<file path="config.mk">
export PLATFORM = sky130hd
export DESIGN_NAME = yoshi_jump
export DESIGN_NICKNAME = d
export VERILOG_FILES = /design/src/rtl/yoshi_pkg.sv /design/src/rtl/jump_step_timer.sv /design/src/rtl/yoshi_jump.sv
export SDC_FILE = /design/constraint.sdc
export NUM_CORES = 1
export LEC_CHECK = 0
export CAP_MARGIN = 20
export CORE_MARGIN = 3
export CORE_UTILIZATION = 36
export CTS_BUF_LIST = sky130_fd_sc_hd__clkbuf_2 sky130_fd_sc_hd__clkbuf_4 sky130_fd_sc_hd__clkbuf_8
export DETAILED_ROUTE_END_ITERATION = 8
export PLACE_DENSITY = 0.64
export SLEW_MARGIN = 5
export SYNTH_ARGS = -nofsm -noshare
export SYNTH_HDL_FRONTEND = slang
export SYNTH_HIERARCHICAL = 1
export SYNTH_SLANG_ARGS = --single-unit
</file>
<file path="constraint.sdc">
create_clock -name clk -period 5.15 [get_ports clk]
set_clock_uncertainty 0.1 [all_clocks]
set_input_delay 1.03 -clock clk [delete_from_list [all_inputs] [get_ports clk]]
set_output_delay 1.03 -clock clk [all_outputs]
set_load 0.05 [all_outputs]
</file>
<file path="src/rtl/yoshi_pkg.sv">
// Shared screen/sprite constants and the vertical-motion state encoding,
// used by the jump controller, the platform-contact detector and the renderer.
package yoshi_pkg;

  localparam int unsigned MAX_X = 640;
  localparam int unsigned MAX_Y = 480;
  localparam int unsigned T_W   = 16;
  localparam int unsigned T_H   = 16;

  // Ground row: sprite sits two tiles plus a 16-pixel border above the bottom.
  localparam int unsigned Y_FLOOR_ROW = MAX_Y - 2 * T_H - 16;

  typedef enum logic [1:0] {
    STAND   = 2'd0,
    JUMP_UP = 2'd1,
    FALL    = 2'd2
  } yoshi_state_e;

endpackage

</file>
<file path="src/rtl/jump_step_timer.sv">
// Step-period generator: holds the current period and a down-counting timer,
// and pulses step_o on the cycle the timer reaches 1 while running.
module jump_step_timer #(
  parameter int unsigned TW    = 20,
  parameter int unsigned INC   = 6000,
  parameter int unsigned DEC   = 6000,
  parameter int unsigned T_MIN = 250000
) (
  input  logic          clk,
  input  logic          reset,
  input  logic          run_i,
  input  logic          clear_i,
  input  logic          load_i,
  input  logic [TW-1:0] load_val_i,
  input  logic          add_i,
  input  logic          sub_i,
  output logic          step_o,
  output logic [TW-1:0] add_val_o
);

  localparam logic [TW:0]   INC_W     = (TW+1)'(INC);
  localparam logic [TW:0]   SUB_LIMIT = (TW+1)'(DEC + T_MIN);
  localparam logic [TW-1:0] DEC_V     = TW'(DEC);
  localparam logic [TW-1:0] MIN_V     = TW'(T_MIN);

  logic [TW-1:0] period_q, period_d;
  logic [TW-1:0] timer_q, timer_d;
  logic [TW:0]   sum;
  logic [TW-1:0] sub_val;

  assign sum       = {1'b0, period_q} + INC_W;
  assign add_val_o = sum[TW] ? '1 : sum[TW-1:0];
  // Subtract only when the result stays at or above the floor; avoids wrap.
  assign sub_val   = ({1'b0, period_q} >= SUB_LIMIT) ? (period_q - DEC_V) : MIN_V;
  assign step_o    = run_i && (timer_q == TW'(1));

  always_comb begin
    period_d = period_q;
    timer_d  = timer_q;
    if (clear_i) begin
      period_d = '0;
      timer_d  = '0;
    end else if (load_i) begin
      period_d = load_val_i;
      timer_d  = load_val_i;
    end else if (add_i) begin
      period_d = add_val_o;
      timer_d  = add_val_o;
    end else if (sub_i) begin
      period_d = sub_val;
      timer_d  = sub_val;
    end else if (run_i && timer_q != '0) begin
      timer_d = timer_q - TW'(1);
    end
  end

  always_ff @(posedge clk) begin
    if (reset) begin
      period_q <= '0;
      timer_q  <= '0;
    end else begin
      period_q <= period_d;
      timer_q  <= timer_d;
    end
  end

endmodule

</file>
<file path="src/rtl/yoshi_jump.sv">
// Vertical-motion controller: owns the sprite y row and the stand/jump/fall FSM.
// Optional YOSHI_VAR_JUMP_EN: releasing the button during the rise cuts the jump short.
module yoshi_jump
  import yoshi_pkg::*;
#(
  parameter int unsigned JUMP_T_START = 250000,
  parameter int unsigned JUMP_T_INC   = 6000,
  parameter int unsigned JUMP_T_MAX   = 1000000,
  parameter int unsigned FALL_T_START = 1000000,
  parameter int unsigned FALL_T_DEC   = 6000,
  parameter int unsigned FALL_T_MIN   = 250000,
  parameter int unsigned Y_TOP        = 0,
  parameter int unsigned Y_FLOOR      = Y_FLOOR_ROW,
  parameter int unsigned TW           = 20
) (
  input  logic       clk,
  input  logic       reset,
  input  logic       btn_jump,
  input  logic       grounded,
  output logic [9:0] y_y,
  output logic       jumping_up,
  output logic       jumping_down
);

  localparam logic [9:0]    Y_TOP_V   = 10'(Y_TOP);
  localparam logic [9:0]    Y_FLOOR_V = 10'(Y_FLOOR);
  localparam logic [TW-1:0] JSTART_V  = TW'(JUMP_T_START);
  localparam logic [TW-1:0] JMAX_V    = TW'(JUMP_T_MAX);
  localparam logic [TW-1:0] FSTART_V  = TW'(FALL_T_START);

  yoshi_state_e  state_q, state_d;
  logic [9:0]    y_q, y_d;
  logic          btn_prev_q;
  logic          btn_edge;
  logic          early_rel;
  logic          step;
  logic [TW-1:0] add_val;
  logic          t_run, t_clr, t_load, t_add, t_sub;
  logic [TW-1:0] t_val;

`ifdef YOSHI_VAR_JUMP_EN
  assign early_rel = !btn_jump;
`else
  assign early_rel = 1'b0;
`endif

  assign btn_edge = btn_jump & ~btn_prev_q;

  jump_step_timer #(
    .TW   (TW),
    .INC  (JUMP_T_INC),
    .DEC  (FALL_T_DEC),
    .T_MIN(FALL_T_MIN)
  ) u_timer (
    .clk       (clk),
    .reset     (reset),
    .run_i     (t_run),
    .clear_i   (t_clr),
    .load_i    (t_load),
    .load_val_i(t_val),
    .add_i     (t_add),
    .sub_i     (t_sub),
    .step_o    (step),
    .add_val_o (add_val)
  );

  always_comb begin
    state_d = state_q;
    y_d     = y_q;
    t_run   = 1'b0;
    t_clr   = 1'b0;
    t_load  = 1'b0;
    t_add   = 1'b0;
    t_sub   = 1'b0;
    t_val   = '0;
    case (state_q)
      STAND: begin
        // Losing ground beats a simultaneous button edge.
        if (!grounded) begin
          state_d = FALL;
          t_load  = 1'b1;
          t_val   = FSTART_V;
        end else if (btn_edge) begin
          state_d = JUMP_UP;
          t_load  = 1'b1;
          t_val   = JSTART_V;
        end
      end
      JUMP_UP: begin
        t_run = 1'b1;
        if (early_rel) begin
          state_d = FALL;
          t_load  = 1'b1;
          t_val   = FSTART_V;
        end else if (step) begin
          if (y_q == Y_TOP_V) begin
            state_d = FALL;
            t_load  = 1'b1;
            t_val   = FSTART_V;
          end else begin
            y_d = y_q - 10'd1;
            if (add_val >= JMAX_V) begin
              state_d = FALL;
              t_load  = 1'b1;
              t_val   = FSTART_V;
            end else begin
              t_add = 1'b1;
            end
          end
        end
      end
      FALL: begin
        t_run = 1'b1;
        if (grounded) begin
          state_d = STAND;
          t_clr   = 1'b1;
        end else if (step) begin
          t_sub = 1'b1;
          if (y_q != Y_FLOOR_V) y_d = y_q + 10'd1;
          if (y_d == Y_FLOOR_V) begin
            state_d = STAND;
            t_clr   = 1'b1;
          end
        end
      end
      default: state_d = STAND;
    endcase
  end

  always_ff @(posedge clk) begin
    if (reset) begin
      state_q    <= STAND;
      y_q        <= Y_FLOOR_V;
      btn_prev_q <= 1'b1;
    end else begin
      state_q    <= state_d;
      y_q        <= y_d;
      btn_prev_q <= btn_jump;
    end
  end

  assign y_y          = y_q;
  assign jumping_up   = (state_q == JUMP_UP);
  assign jumping_down = (state_q == FALL);

endmodule

</file>
# --- Word level (Yosys, flattened, before mapping) ---
# Cells that the tools add are included.
totals:
  reg_bits: 53
  latchBits: 0
  mem_bits_rw: 0
  romBits: 0
  inputBits: 4
  wordCells: 90
  mem_count: 0
op_classes:
  addsub: 5
  multipliers: 0
  div: 0
  magnitude_cmp: 2
  eq_ne: 13
  n_shift: 0
  mux: 51
  bitwise_logic: 2
  reduce_logical: 12
ops:
  columns: ["op", "n"]
  rows:
  - ["20-bit 2-to-1 mux", 13]
  - ["10-bit 2-to-1 mux", 8]
  - ["20-bit one-hot mux with 2 select lines", 1]
  - ["20-bit by 13-bit adder with 21-bit output (second input constant)", 1]
  - ["20-bit by 1-bit equality test with 1-bit output (second input constant)", 1]
  - ["20-bit by 18-bit >= comparator with 1-bit output (second input constant)", 1]
  - ["20-bit >= comparator (second input constant)", 1]
  - ["10-bit one-hot mux with 2 select lines", 1]
  - ["20-bit nonzero test", 1]
  - ["20-bit by 1-bit subtractor with 20-bit output (second input constant)", 1]
  - ["20-bit by 13-bit subtractor with 20-bit output (second input constant)", 1]
  - ["18-bit 2-to-1 mux", 1]
  - ["1-bit 2-to-1 mux", 17]
  - ["2-bit 2-to-1 mux", 8]
  - ["10-bit by 1-bit adder with 10-bit output (second input constant)", 1]
  - ["10-bit by 9-bit equality test with 1-bit output (second input constant)", 1]
  - ["10-bit logical NOT", 1]
  - ["10-bit by 9-bit != test with 1-bit output (second input constant)", 1]
  - ["5-bit AND reduction", 2]
  - ["10-bit by 1-bit subtractor with 10-bit output (second input constant)", 1]
  - ["3-bit by 2-bit != test with 1-bit output (second input constant)", 2]
  - ["2-bit one-hot mux with 3 select lines", 1]
  - ["2-bit by 1-bit != test with 1-bit output (second input constant)", 2]
  - ["2-bit != test (second input constant)", 2]
  - ["13 further kinds", 15]

# --- Logic depth before layout (Yosys ltp) ---
depth:
  word_depth: 13
  ltp_mapped: 21
  mapped_depth_nobuf: 16

# --- Modules after synthesis ---
# Netlist, hierarchy kept.
by_module_without_submodules:
  columns: ["module", "instances", "cells_per_inst", "area_each_um2"]
  rows:
  - ["jump_step_timer", 1, 477, 3544.6]
  - ["yoshi_jump", 1, 168, 1198.6]

# --- Least setup slack after synthesis ---
# OpenSTA, ideal clock, no wires.
synth_timing:
  kind: "register -> register"
  from: "reg y_q[0], in the netlist y_y[0]"
  to: "reg u_timer.timer_q[7]"
  arrival_time_ns: 3.289
  required_time_ns: 4.918
  path_slack_ns: 1.630
  stages_incl_launch_ff: 14
  period_less_slack_ns: 3.520
  cell_sequence: "dfxtp_1 clkbuf_1 inv_1 ha_1 or4b_4 or4_4 nand2_1 nand3_1 nand2_1 clkinv_1 nand2_1 nor2_4 a2111oi_0 nor4_1"
synth_between:
  word_cells_on_any_way: 25
  classes_between: "add/sub: 1; eq/ne: 2; mux: 19; reduce/logical: 3"
synth_rtl:
  columns: ["element", "line_no", "source"]
  rows:
  - ["start: declaration", "yoshi_jump.sv:32", "logic [9:0] y_q, y_d;"]
  - ["start signal: assignment", "yoshi_jump.sv:137", "y_q <= y_d;"]
  - ["10-bit logical NOT *", "yoshi_jump.sv:96", "if (y_q == Y_TOP_V) begin"]
  - ["1-bit 2-to-1 mux *", "yoshi_jump.sv:96", null]
  - ["1-bit 2-to-1 mux *", "yoshi_jump.sv:95", "end else if (step) begin"]
  - ["1-bit one-hot mux with 2 select lines *", "yoshi_jump.sv:76", "case (state_q)"]
  - ["net t_load", "yoshi_jump.sv:38", "logic t_run, t_clr, t_load, t_add, t_sub;"]
  - ["4-bit nonzero test (no source line) / 20-bit 2-to-1 mux (equally long branches)", null, null]
  - ["end signal: assignment", "jump_step_timer.sv:63", "timer_q <= timer_d;"]
  - ["end: declaration", "jump_step_timer.sv:27", "logic [TW-1:0] timer_q, timer_d;"]
# The timed path passes the listed nets; every way through them passes the cells marked *. The select of a mux whose other input is x is not followed.
# A chain may end at the register's enable or synchronous reset.

# --- Worst setup path in the final report ---
layout_timing:
  from: "reg u_timer.period_q[12]"
  to: "reg u_timer.timer_q[4]"
layout_between:
  elab_chain_len: 9
  word_cells_on_any_way: 17
  classes_between: "add/sub: 1; order compare: 2; mux: 13; reduce/logical: 1"
layout_rtl:
  columns: ["element", "line_no", "source"]
  rows:
  - ["start: declaration", "jump_step_timer.sv:26", "logic [TW-1:0] period_q, period_d;"]
  - ["start signal: assignment", "jump_step_timer.sv:62", "period_q <= period_d;"]
  - ["20-bit by 13-bit adder with 21-bit output *", "jump_step_timer.sv:31", "assign sum = {1'b0, period_q} + INC_W;"]
  - ["20-bit 2-to-1 mux *", "jump_step_timer.sv:32", "assign add_val_o = sum[TW] ? '1 : sum[TW-1:0];"]
  - ["net add_val[8]", "yoshi_jump.sv:37", "logic [TW-1:0] add_val;"]
  - ["20-bit >= comparator *", "yoshi_jump.sv:102", "if (add_val >= JMAX_V) begin"]
  - ["1-bit 2-to-1 mux *", "yoshi_jump.sv:102", null]
  - ["1-bit 2-to-1 mux *", "yoshi_jump.sv:96", null]
  - ["1-bit 2-to-1 mux *", "yoshi_jump.sv:95", null]
  - ["1-bit 2-to-1 mux *", "yoshi_jump.sv:76", null]
  - ["net t_add", "yoshi_jump.sv:38", null]
  - ["20-bit 2-to-1 mux", "jump_step_timer.sv:46", "end else if (add_i) begin"]
  - ["20-bit 2-to-1 mux", "jump_step_timer.sv:43", "end else if (load_i) begin"]
# The timed path passes the listed nets; every way through them passes the cells marked *.

==> metrics.txt <==
Switching Share=0.442; CP Data Arrival Time=4760 ps; core area=12700 um2; final setup TNS=0 ps; dpl ws=582 ps; via/cell ratio=6.11; post-CTS setup buffer count=0; P_sw=670 uW; Ys Warns=6; Post-Layout Cell Count=804; Flop pwr share=0.372; clock share of power=0.182; Worst-path clk slew=100 ps; Inst Count DP=796; cell family with most CP delay=compound AO/OA/AOI/OAI gates; Port Buf Inserts=15; first-pass GRT wire length=24400 um; I/O Pins=16; CTS tree=done; Hold Vio Cnt, Final=0; FMAX=216 MHz; critical path peak fanout=18; GPL Wtd Cong=0.949; First-pass DRT Iterations=5; CTS buffer count=5; Tmin final=4640 ps; RSZ-0062 raised after global routing=false; GRT overflow=0; H-tree depth=2; clk sinks=53; Final Worst Setup Slack=512 ps; Slew HR=0.345; hold buffers post-CTS=0; vias=4913; Lkg Pwr=1.71 nW; Hold Worst Slack=426 ps; Synth-to-Final Area Change=7.09%; worst min-delay path class=register to register; synthesized area=4710 um2; diode count=0; All-Layer GR Usage=0.208; period utilization=0.901; row count=41; Worst Path Buf+Inv=1; CP Class=register to register; Req. time, crit path=5280 ps; Slew Viols, Final=0; Syn Inst Count=639; mean post-synth cell area=7.37 um2; worst-margin pin slew=980 ps; critical path's largest stage delay=820 ps; CTS max path bufs=2; Remaining DRCs=0; clock latency on the worst-skew pair=320 ps; post-DP HPWL=11100 um; M2 GR Usage=0.336; CTS root buf=clkbuf_8; Die Area=14500 um2; Layout fillers=1372; crit path max-delay cell type=dfxtp_1; met1 GRT Util=0.280; Final #Nets=645; Int Pwr=846 uW; DR iter-0 viols=450; Peak VDD IR=0.133 mV; Power, Total=1.52 mW; drt total wl=15400 um; PD cells=301 nW/um2; Comb power frac=0.446; Final ANT Viol Nets=0; initial antenna violation count=0; met3 Use GR=0.0290; vias in the first global route=4695; CTS resizes=0; status=finished clean; Startpoint Class=register; critical-path cell list=o2111a_1 > nand2_1 > and3_1 > a21oi_1 > o31ai_1 > a311o_1 > nand2_1 > nor2_2 > inv_1 > nand2_1 > nor2_1 > nand2b_1 > o221a_2; die width=120 um; Starting Density=0.370; WL/cell=19.1 um; endpoints failing setup=0; largest net degree at the start of global routing=42; critical path endpoint category=register; CP dominant cell by count=nand2_1; MaxCap Viol Count=0; fraction of layout cells with a size suffix above 1=0.0823; GR peak layer=met2; die height=120 um
## layout by cell type, fill, tap and decap left out, types with 8 or more instances in the layout
master / n
a211oi_1: 16
a21oi_1: 50
a31oi_1: 10
buf_4: 9
clkdlybuf4s50_1: 15
conb_1: 13
dfxtp_1: 53
ha_1: 10
inv_1: 23
nand2_1: 62
nand3_1: 20
nand4_1: 9
nor2_1: 51
nor3_1: 20
nor4_1: 11
o211ai_1: 11
o21a_1: 8
o21ai_0: 43
o22ai_1: 9
xnor2_1: 27
xor2_1: 13
## flip-flops by register name, summed over array words and instances, names as in the netlist
register	cells
u_timer/timer_q	20
u_timer/period_q	20
state_q	2
y_y	10
btn_prev_q	1
## stage by stage
stage	area [um2]	utilization
final	5040	0.397
after detailed placement	4940	0.389
after global routing	5040	0.397
after floorplan	4760	-
after CTS	5040	0.397
after global placement	4940	0.389
## metal layers
metal	vias to the layer above	share of wire
met5	-	0
met1	2320	0.44
li1	2350	-
met2	207	0.46
met4	0	0.029
met3	36	0.065
## final cells by class
cell class	instances	area, um2	share of cell area
clock buffers	7	96.3	0.0191
clock inverters	1	5.00	0.000992
inverters	24	90.1	0.0179
multi-input cells	523	3360	0.666
flip-flops and latches	53	1060	0.210
well taps	172	215	0.0427
repair buffers	24	218	0.0432
## power groups by stage
stage	clock network (mW)	registers, mW	logic, mW
after floorplan	0	0.519	0.552
after global placement	0	0.568	0.657
after detailed placement	0	0.569	0.660
after CTS	0.288	0.560	0.664
after global routing	0.297	0.572	0.737
final	0.277	0.564	0.676
## worst register-to-register path: stages, from the launching register on
cell and delay, ps:
dfxtp_1 820, o2111a_1 360, nand2_1 140, and3_1 200, a21oi_1 250, o31ai_1 120
a311o_1 450, nand2_1 140, nor2_2 60, inv_1 390, nand2_1 330, nor2_1 240
nand2b_1 460, o221a_2 470
## worst paths after layout
path / start / endpoint / slack, ps / cells after the start
worst max-delay path: u_timer/period_q[12]$_SDFFE_PP0P_ / u_timer/timer_q[4]$_SDFFE_PP0P_ / 510 / 13
worst min-delay path: u_timer/period_q[2]$_SDFFE_PP0P_ / u_timer/period_q[2]$_SDFFE_PP0P_ / 430 / 2
worst max register to register: u_timer/period_q[12]$_SDFFE_PP0P_ / u_timer/timer_q[4]$_SDFFE_PP0P_ / 510 / 13
worst min register to register: u_timer/period_q[2]$_SDFFE_PP0P_ / u_timer/period_q[2]$_SDFFE_PP0P_ / 430 / 2
Power figures use the tool's default switching activity.
